$ cat config.mk
export PLATFORM = sky130hd
export DESIGN_NAME = openhmc_rf_master
export DESIGN_NICKNAME = d
export VERILOG_FILES = /design/src/rtl/openhmc_rf_master.sv
export SDC_FILE = /design/constraint.sdc
export NUM_CORES = 1
export LEC_CHECK = 0
export ABC_CLOCK_PERIOD_IN_PS = 2100
export CORE_UTILIZATION = 37
export CTS_CLUSTER_SIZE = 10
export DETAILED_ROUTE_END_ITERATION = 12
export PLACE_DENSITY = 0.87
export SLEW_MARGIN = 25
export SYNTH_ARGS = -nofsm -noshare
export SYNTH_HDL_FRONTEND = slang
export SYNTH_SLANG_ARGS = --single-unit
$ cat constraint.sdc
create_clock -name clk_hmc -period 2.1 [get_ports clk_hmc]
set_clock_uncertainty 0.2 [all_clocks]
set_input_delay 0.42 -clock clk_hmc [delete_from_list [all_inputs] [get_ports clk_hmc]]
set_output_delay 0.42 -clock clk_hmc [all_outputs]
set_load 0.005 [all_outputs]
$ cat src/rtl/openhmc_rf_master.sv
// Register-file initiator for openHMC: turns single read/write commands into
// RF enable pulses, waits for completion (with timeout) and returns a response.
module openhmc_rf_master #(
    parameter int HMC_RF_AWIDTH = 4,
    parameter int HMC_RF_WWIDTH = 64,
    parameter int HMC_RF_RWIDTH = 64,
    parameter int TIMEOUT_LOG   = 8
) (
    input  logic                     clk_hmc,
    input  logic                     res_hmc,
    input  logic                     cmd_valid,
    output logic                     cmd_ready,
    input  logic                     cmd_write,
    input  logic [HMC_RF_AWIDTH-1:0] cmd_addr,
    input  logic [HMC_RF_WWIDTH-1:0] cmd_wdata,
    output logic                     rsp_valid,
    input  logic                     rsp_ready,
    output logic [HMC_RF_RWIDTH-1:0] rsp_rdata,
    output logic [1:0]               rsp_status,
    output logic [HMC_RF_AWIDTH-1:0] rf_address,
    output logic                     rf_read_en,
    output logic                     rf_write_en,
    output logic [HMC_RF_WWIDTH-1:0] rf_write_data,
    input  logic [HMC_RF_RWIDTH-1:0] rf_read_data,
    input  logic                     rf_invalid_address,
    input  logic                     rf_access_complete,
    output logic                     busy,
    output logic                     err_stray
);

    typedef enum logic [1:0] {
        ST_IDLE,
        ST_ISSUE,
        ST_WAIT,
        ST_RESP
    } state_t;

    state_t                   state_q;
    logic                     write_q;
    logic [TIMEOUT_LOG-1:0]   cnt_q;
    logic [TIMEOUT_LOG-1:0]   cnt_d;
    logic                     timeout_d;
    logic                     cmd_ready_q;
    logic                     rsp_valid_q;
    logic [HMC_RF_RWIDTH-1:0] rsp_rdata_q;
    logic [1:0]               rsp_status_q;
    logic [HMC_RF_AWIDTH-1:0] rf_address_q;
    logic                     rf_read_en_q;
    logic                     rf_write_en_q;
    logic [HMC_RF_WWIDTH-1:0] rf_write_data_q;
    logic                     busy_q;
    logic                     err_stray_q;
    logic [HMC_RF_RWIDTH-1:0] cap_rdata_d;
    logic [1:0]               cap_status_d;

    // Timeout fires on the WAIT cycle in which the counter reaches all-ones.
    always_comb begin
        cnt_d        = cnt_q + TIMEOUT_LOG'(1);
        timeout_d    = &cnt_d;
        cap_status_d = rf_invalid_address ? 2'b01 : 2'b00;
        cap_rdata_d  = (rf_invalid_address || write_q) ? '0 : rf_read_data;
    end

    always_ff @(posedge clk_hmc) begin
        if (res_hmc) begin
            state_q         <= ST_IDLE;
            write_q         <= 1'b0;
            cnt_q           <= '0;
            cmd_ready_q     <= 1'b1;
            rsp_valid_q     <= 1'b0;
            rsp_rdata_q     <= '0;
            rsp_status_q    <= 2'b00;
            rf_address_q    <= '0;
            rf_read_en_q    <= 1'b0;
            rf_write_en_q   <= 1'b0;
            rf_write_data_q <= '0;
            busy_q          <= 1'b0;
            err_stray_q     <= 1'b0;
        end else begin
            rf_read_en_q  <= 1'b0;
            rf_write_en_q <= 1'b0;
            if (rf_access_complete && (state_q == ST_IDLE || state_q == ST_RESP)) begin
                err_stray_q <= 1'b1;
            end
            case (state_q)
                ST_IDLE: begin
                    if (cmd_valid) begin
                        write_q         <= cmd_write;
                        rf_address_q    <= cmd_addr;
                        rf_write_data_q <= cmd_wdata;
                        rf_write_en_q   <= cmd_write;
                        rf_read_en_q    <= !cmd_write;
                        cmd_ready_q     <= 1'b0;
                        busy_q          <= 1'b1;
                        state_q         <= ST_ISSUE;
                    end
                end
                ST_ISSUE: begin
                    cnt_q <= '0;
                    if (rf_access_complete) begin
                        rsp_rdata_q  <= cap_rdata_d;
                        rsp_status_q <= cap_status_d;
                        rsp_valid_q  <= 1'b1;
                        state_q      <= ST_RESP;
                    end else begin
                        state_q <= ST_WAIT;
                    end
                end
                ST_WAIT: begin
                    cnt_q <= cnt_d;
                    if (rf_access_complete) begin
                        rsp_rdata_q  <= cap_rdata_d;
                        rsp_status_q <= cap_status_d;
                        rsp_valid_q  <= 1'b1;
                        state_q      <= ST_RESP;
                    end else if (timeout_d) begin
                        rsp_rdata_q  <= '0;
                        rsp_status_q <= 2'b10;
                        rsp_valid_q  <= 1'b1;
                        state_q      <= ST_RESP;
                    end
                end
                ST_RESP: begin
                    if (rsp_ready) begin
                        rsp_valid_q <= 1'b0;
                        cmd_ready_q <= 1'b1;
                        busy_q      <= 1'b0;
                        state_q     <= ST_IDLE;
                    end
                end
                default: state_q <= ST_IDLE;
            endcase
        end
    end

    assign cmd_ready     = cmd_ready_q;
    assign rsp_valid     = rsp_valid_q;
    assign rsp_rdata     = rsp_rdata_q;
    assign rsp_status    = rsp_status_q;
    assign rf_address    = rf_address_q;
    assign rf_read_en    = rf_read_en_q;
    assign rf_write_en   = rf_write_en_q;
    assign rf_write_data = rf_write_data_q;
    assign busy          = busy_q;
    assign err_stray     = err_stray_q;

endmodule

# == Word level (Yosys, flattened, before mapping) ==
# Cells that the tools add are included.
# classes
eq_ne,7
n_mux,27
n_bitwise,2
n_reduce_logical,15
add_sub_neg,1
# op_table
op,n
2-to-1 mux 64 bit,4
one-hot mux 64 bit (2 select lines),1
one-hot mux 8 bit (2 select lines),1
2-to-1 mux 2 bit,7
2-to-1 mux 1 bit,9
AND reduction 3 bit,3
"adder 8 x 1 -> 8 bit, second input constant",1
one-hot mux 2 bit (4 select lines),1
AND reduction 8 bit,1
"inequality test 2 bit, second input constant",3
"equality test 2 bit, second input constant",2
one-hot mux 1 bit (2 select lines),2
one-hot mux 2 bit (2 select lines),1
AND reduction 4 bit,1
nonzero test 2 bit,2
"inequality test 3 bit, second input constant",1
one-hot mux 1 bit (3 select lines),1
nonzero test 3 bit,1
OR reduction 3 bit,1
"equality test 2 x 1 -> 1 bit, second input constant",1
zero test 2 bit,1
logical OR 1 bit,2
NOT 1 bit,2
AND reduction 2 bit,1
2 further kinds,2
# word_totals
out_inout_bits,140
elab_cells,65
ff_bits,151
inputBits,139

# == Depth between registers and ports, before layout ==
# depth
word_depth,5
mapped_depth,9
ltp_nobuf,7

# == Worst setup path before layout ==
# OpenSTA, ideal clock, no wires.
# synth_timing
kind,register -> register
startpoint,register cnt_q[1]
endpoint,"register rsp_rdata_q[17], in the netlist rsp_rdata[17]"
n_path_buf,2
arrival_time_ns,1.829
period_less_slack_ns,2.144
stages_incl_launch_ff,9
setup_time_ns,0.116
setup_slack_ns,-0.044
required_ns,1.784
path_cell_list,dfxtp_1 > ha_1 > and3_2 > mux2i_1 > o221ai_2 > a21boi_2 > buf_6 > buf_8 > o21ai_2
# synth_via
elab_chain_cells,4
# synth_lines
item,line_no,rtl
from (decl),40,logic [TIMEOUT_LOG-1:0] cnt_q;
from (signal assigned),110,cnt_q <= cnt_d;
adder 8 x 1 -> 8 bit,58,cnt_d = cnt_q + TIMEOUT_LOG'(1);
AND reduction 8 bit,59,timeout_d = &cnt_d;
inequality test 3 bit (no source line),n/a,
AND reduction 3 bit (no source line),n/a,
to (signal assigned),101,rsp_rdata_q <= cap_rdata_d;
to (signal assigned),112,rsp_rdata_q <= cap_rdata_d;
to (decl),45,logic [HMC_RF_RWIDTH-1:0] rsp_rdata_q;
# No other way between the ends.
# A chain may end at the register's enable or synchronous reset.

# == Final worst setup path ==
# layout_timing
startpoint,register cnt_q[0]
endpoint,"register rsp_rdata_q[45], in the netlist rsp_rdata[45]"
# Same word-level chain as after synthesis.

==> metrics.txt <==
global-route wire length before repair=28.6 mm; Synth Flop Type=dfxtp_1; Worst Tran Pin Value=approximately 0.58 ns; Pwr Density=roughly 1200 nW/um^2; gr usage total=0.217; Syn Nets=867; clk slew on worst S/H paths=0.06 ns; Total Power=roughly 12000 uW; largest net degree at the start of global routing=74; routed vias=roughly 6200; critical path endpoint category=flop; dpl hpwl=12.8 mm; hold_buf cts=0; Core ar.=15800 sq um; initial antenna violation count=0; I/O Pins=279; vias per cell=5.06; Setup crit start kind=flop; Multi-input gate area=2750 sq um; WL final=19.2 mm; Reg area=3030 sq um; Max Slew Vio Count=0; endpoints failing setup=0; layout cells sized above 1=0.138; Clock Sinks=about 150; async set-reset flop share out of synthesis=0; commonest cells after routing, fill and taps aside=277 x clkdlybuf4s50_1, 215 x nand2_1, 148 x dfxtp_1; RD Place Congestion=~0.84; die area=between 15000 and 20000 sq um; Initial DRC Count=between 300 and 400; H-tree levels=4; Post-synth EDFFs=0; number of fillers in the final layout=1263; sequential area share after synthesis=0.505; Critical Path AT=2.19 ns; post-synth design cell area=5980 sq um; status=completed; Ys Warns=0; slew margin rel.=0.613; area grow syn2layout=66.7%; Die Ht=129 microns; maximum VDD drop=about 0.65 mV; CTS tree=built; commonest non-fill, non-tap cell in the layout=clkdlybuf4s50_1; Leak=0.00363 uW; main area contributors after synthesis=dfxtp_1 51%, nand2_1 14%, nand4_1 6.9%, a21oi_1 6.8%, o21ai_2 6.0%; row count=46; RSZ-0062 raised after global routing=true; worst min-delay path class=input port to flop; Tmin final=2.09 ns; Final Cycle Share=0.995; max-cap check violation count=0; Post-DRT Antenna Nets=0; Yosys top cell area share=0.505; DRC=0; die extent in x=129 microns; Synth area leader=dfxtp_1; Syn Inst Count=721; clock latency on the worst-skew pair=0.42 ns; flops & latches, synth=151; Final Hold Vio Count=0; grt total ovfl=0; WHS=0.201 ns; crit path max fanout=7; Worst Setup Path Type=flop to flop; post-synth cell types=48; Pre-Repair DR Iteration Count=5; placed cell areas=9080 sq um; CP required=about 2.2 ns; vias in the first global route=5742; port bufs=278; cts bufs inserted=17; Nets=1138; Antenna diodes=0; initial cell density of the core=0.378; clk buf depth=2; Layout Cell Area excl Fill=9980 sq um; Avg WL per Cell=15.7 microns; Root Driver=clkbuf_16; Core Util, Final=0.630; Fmax=479 MHz; syn_area_per_cell=between 8 and 9 sq um
power breakdown:
part | internal, uW | leakage (uW) | switching (uW) | total, uW
sequential | 3440 | 0.00123 | 313 | 3750
combinational | 2500 | 0.00208 | 2580 | 5080
clock | 2200 | 0.000317 | 1140 | 3340
total | 8130 | 0.00363 | 4040 | 12200
stage by stage:
step | setup TNS, ns | std cells | worst slack (ns)
after floorplan | 0 | 721 | 0.0427
after global placement | -0.162 | 1182 | -0.0301
after detailed placement | -0.797 | 1182 | -0.0781
after CTS | 0 | 1218 | 0.000698
after global routing | -1.23 | 1220 | -0.0503
final | 0 | 1220 | 0.0103
per-layer routing:
layer / vias to the layer above / track usage / wire length [microns]
met3: 41 / 0.0694 / 1570
met2: 259 / 0.380 / 9410
met1: 2868 / 0.247 / 7710
met5: - / 0 / 0
met4: 0 / 0.0803 / 514
li1: 3009 / - / -
cell families after synthesis:
| logic type | synth area share |
|---|---|
| and+or+nand+nor | 0.243 |
| AOI/OAI and AO/OA | 0.178 |
| DFF | 0.505 |
| buffers and inverters | 0.0575 |
| adders and majority gates | 0.0146 |
| muxes | 0.00167 |
state kept, by name, summed over array words and instances, names as in the netlist, 2 cells and up:
signal         flops
rsp_rdata         64
rf_address         4
rsp_status         2
state_q            2
cnt_q              8
rf_write_data     64
Yosys cell counts (4+ instances only):
library cell,n
nand2_1,216
dfxtp_1,151
a21oi_1,81
nand4_1,66
clkbuf_1,49
o21ai_2,41
o21ai_0,22
nor2_1,15
o21ai_1,9
inv_1,8
ha_1,7
buf_1,4
nor3_1,4
final cells by class:
cell class                 instances  share of cell area
tap                              216              0.0271
timing repair buffer             313               0.325
inverter                           9             0.00364
clock inverter                     8              0.0169
multi-input combinational        500               0.276
sequential                       151               0.304
clock buffer                      23              0.0479
path summary, 6_finish.rpt:
check,startpoint,end,slack [ns],cells after the start
worst min register to register,rsp_rdata[36],rsp_rdata[36],0.24,2
worst max-delay path,cnt_q[0],rsp_rdata[45],0.01,8
worst min-delay path,res_hmc,cnt_q[3],0.20,2
worst max register to register,cnt_q[0],rsp_rdata[45],0.01,8
worst max-delay path, cell delays in order (launching register included):
cell and delay (ns):
dfxtp_4 0.39, ha_4 0.14, and3_4 0.21, mux2i_4 0.25, o221ai_4 0.15, a21boi_4 0.23
buf_6 0.18, clkbuf_16 0.16, o21ai_2 0.06
timing repair:
action,4_1_cts,5_1_grt
setup buffers,3,0
gates resized for setup,16,25
setup endpoints to repair,50,67
gates cloned,2,3
pin swaps,0,20
Note: power is estimated with default switching activity, not from simulation.
==> variant 1, RTL diff (same settings) <==
Register the output `rsp_status` once more; this adds one clock of latency there. The other outputs are not delayed to match.
--- a/src/rtl/openhmc_rf_master.sv
+++ b/src/rtl/openhmc_rf_master.sv
@@ -137,5 +137,7 @@
     assign rsp_valid     = rsp_valid_q;
     assign rsp_rdata     = rsp_rdata_q;
-    assign rsp_status    = rsp_status_q;
+    always_ff @(posedge clk_hmc) begin
+        rsp_status <= rsp_status_q;
+    end
     assign rf_address    = rf_address_q;
     assign rf_read_en    = rf_read_en_q;
Formal check against the unedited RTL: not equivalent (a bounded check fails within 4 cycles, from zero or initial values).
==> variant 1 against the original RTL <==
- area after synthesis up 9.1%
- wire length fell by 2.7%
- final area increased by 3.8%
- sequential share of layout area down 0.69 points
- power decreased by 1.3%
- largest cell class unchanged
- setup slack better by 0.024 ns
- sequential cell count increased by 2
- critical path type unchanged
- via count shrank 1.5%
==> variant 1: results (changes against the original RTL) <==
Post-synth top cells dfxtp_1, nand2_1, a21oi_1, nand4_1, o21ai_2; fillers 1,460 (+16%); via count 6,082 (-1.5%); CP max FO 10 (+3); critical register-to-register path startpoint cnt_q[0]; R2R depth 7 (-1); Tightest Hold Check Type reg -> reg; status completed; worst hold stages 0 (-2); first-pass GRT wire length 28,370 um (-0.70%); RR Endpoint rsp_rdata[46]; vias in the first global route 5,805 (+1.1%); Pre-Repair DR Iteration Count 4 (-1); share of layout cells above drive strength 1 0.2010 (+0.06254); Max VDD drop 662.2 uV (+1.9%); drt wl/cell 15.12 um (-3.9%); GRT Resource Usage Total 0.1942 (-0.02318); Int Power 7886 uW (-3.0%); synth top area cells dfxtp_1, nand2_1, o21ai_2, nand4_1, or2b_2; register area share after synthesis 0.4690 (-0.03616); Initial DRC Count 267 (-14%); largest net degree at the start of global routing 92 (+24%); area of the core 17,300 um2 (+9.3%); R2R setup slack 0.03 ns (+0.02 ns); Layout Nets 1,143 (+0.44%); Leakage 0.003733 uW (+2.9%); asr flop ratio synth 0 (unchanged); hold wc startpoint rsp_status_q[0]; post-detail-place hpwl 12,420 um (-3.1%); Rel. slew slack 0.6966 (+0.08317)
-- variant 1: metal layers --
layer / part of all wire / GRT usage / wire length [um]
met5: 0 / 0 / 0
met2: 0.47 / 0.3222 / 8857
met4: 0.0074 / 0.04869 / 139
met3: 0.089 / 0.07245 / 1661
met1: 0.43 / 0.2366 / 8019
-- variant 1: logic make-up (layout without fill, tap and decap cells) --
kind of cell | Yosys count | in the layout | share of synthesized area
muxes | 2 | 2 | 0.003065
DFF | 153 | 153 | 0.4690
adders and majority gates | 7 | 7 | 0.01341
buffers and inverters | 68 | 360 | 0.08314
AOI/OAI and AO/OA | 165 | 165 | 0.1638
and+or+nand+nor | 323 | 323 | 0.2676
-- variant 1: stage by stage --
stage	setup WS [ns]	area (um2)	hold WS, ns	std cells	util
6_report	0.03472	10360	0.1493	1235	0.5988
3_3_place_gp	-0.2557	9500	0.1419	1194	0.5493
3_5_place_dp	-0.2976	9500	0.1324	1194	0.5493
5_1_grt	-0.05511	10360	0.1657	1235	0.5988
4_1_cts	0.02213	10090	0.1512	1226	0.5833
2_1_floorplan	0.06886	6531	0.1229	718	-
-- variant 1: worst max-delay path by stage --
stage | start | endpoint | depth (start not counted)
6_report | cnt_q[0] | rsp_rdata[46] | 7
3_3_place_gp | rf_access_complete | rsp_rdata[38] | 7
2_1_floorplan | cnt_q[1] | rsp_status_q[0] | 8
5_1_grt | cnt_q[1] | rsp_rdata[8] | 9
3_5_place_dp | rf_access_complete | rsp_rdata[38] | 7
4_1_cts | cnt_q[0] | rsp_rdata[34] | 8
-- variant 1: power by group through the flow --
stage | registers, uW | clock network [uW] | logic (uW)
after floorplan | 3780 | 0 | 2790
after global routing | 3760 | 3210 | 5720
final | 3700 | 3000 | 5310
after CTS | 3700 | 3060 | 4650
after detailed placement | 3760 | 0 | 4630
after global placement | 3740 | 0 | 4560
-- variant 1: area by class of cell --
type / count / area, um2 / share of cell area
timing repair buffer: 322 / 3358 / 0.3242
multi-input combinational: 497 / 3039 / 0.2934
sequential: 153 / 3075 / 0.2969
inverter: 6 / 22.52 / 0.002174
tap: 225 / 281.5 / 0.02718
clock inverter: 11 / 110.1 / 0.01063
clock buffer: 21 / 470.5 / 0.04542
-- variant 1: worst register-to-register path: stages (launching register included) --
cell and delay (ns):
dfxtp_4 0.39, and4_2 0.27, mux2i_2 0.26, o221ai_4 0.16
a21oi_4 0.26, buf_12 0.18, clkbuf_16 0.18, o21ai_2 0.06
-- variant 1: repair_timing --
item,4_1_cts,5_1_grt
cloned,0,5
endpoints found under the setup margin,42,38
pin swaps,1,16
resized for setup,4,38
buffers inserted,0,4
==> variant 2, RTL diff (same flow settings) <==
Without the edit above. The parameter `HMC_RF_RWIDTH` goes from 64 to 60.
--- a/src/rtl/openhmc_rf_master.sv
+++ b/src/rtl/openhmc_rf_master.sv
@@ -4,5 +4,5 @@
     parameter int HMC_RF_AWIDTH = 4,
     parameter int HMC_RF_WWIDTH = 64,
-    parameter int HMC_RF_RWIDTH = 64,
+    parameter int HMC_RF_RWIDTH = 60,
     parameter int TIMEOUT_LOG   = 8
 ) (
Interface: changed (resized rf_read_data and rsp_rdata); port bits go from 279 to 271. No check against the original RTL was run, so the function may have changed too.
==> variant 2 against the original RTL <==
- critical path depth did not move
- setup slack improved by 0.0016 ns
- area after synthesis fell by 4.6%
- power fell by 4.2%
- final area fell by 2.5%
- sequential cell count fell by 4
- wire length fell by 5.1%
- combinational power fell by 5.5%
- critical path type unchanged
- critical endpoint is now rsp_rdata[29]
- largest power group unchanged
==> variant 2: results (changes against the original RTL) <==
vias per cell 5.022 (-0.81%); later-pin clock latency in the skew report 0.40 ns (-0.02 ns); CP peak stage delay 0.36 ns (-0.03 ns); area of the multi-input gates 2616 um2 (-4.9%); fillers 1,242 (-1.7%); mux contribution to synthesized area 0.003506 (+0.001833); IO Port Bufs 270 (-2.9%); combinational share of power 0.412 (-0.006); Pwr Density 1198 nW/um2 (-1.7%); wl on met1 7470 um (-3.0%); met1 usage 0.2479 (+0.0006402); Area after DPL 8790 um2 (-3.2%); hold wc startpoint rf_write_data[7]; Tightest Hold Check Type reg -> reg; Least-Margin Pin Slew 0.3875 ns (-0.1924 ns); met3 Use GR 0.06032 (-0.009041); compound-cell area share of the yosys netlist 0.1814 (+0.003080); Seq pwr share 0.307 (about the same); largest net degree at the start of global routing 91 (+23%); synthesized net count 835 (-3.7%); WHS 0.2512 ns (+0.05031 ns); critical register-to-register path startpoint cnt_q[1]; clock sink count 147 (-2.6%); fraction of area in registers 0.3039 (about the same); synth top area cells dfxtp_1, nand2_1, o21ai_2, a21oi_1, nand3_1; NonClk Buf Share 0.3340 (+0.009004); status completed; WL met3 899 um (-43%); hold worst-path end rf_write_data[7]; RR Endpoint rsp_rdata[29]; Net Switching 3749 uW (-7.2%); Syn Area/Cell 8.240 um2 (-0.72%)
## variant 2: cell count changes after synthesis, sizes merged, moves of 4 or more
cell | unedited run | this run
dfxtp | 151 | 147
o21ai | 72 | 67
clkbuf | 50 | 45
buf | 11 | 6
nand4 | 66 | 1
nand3 | 4 | 63
## variant 2: cell families after synthesis
kind of cell	count (synthesis)
AND/OR/NAND/NOR	318
AO/OA/AOI/OAI	160
flip-flops	147
buffers and inverters	59
adder cells (fa/ha/maj)	7
multiplexers	2
## variant 2: worst max path at each step
stage	to	depth (start not counted)	slack (ns)
final	rsp_rdata[29]	8	0.01
after global routing	rsp_rdata[17]	8	-0.06
after CTS	rsp_rdata[35]	8	0.008
after detailed placement	rsp_rdata[33]	7	-0.17
after global placement	rsp_rdata[26]	7	-0.14
after floorplan	rsp_rdata[0]	7	0.02
## variant 2: timing repair
action                     4_1_cts  5_1_grt
hold buffers                     0        0
setup buffers                    0        4
gates resized for setup          0       38
setup endpoints to repair        0       65
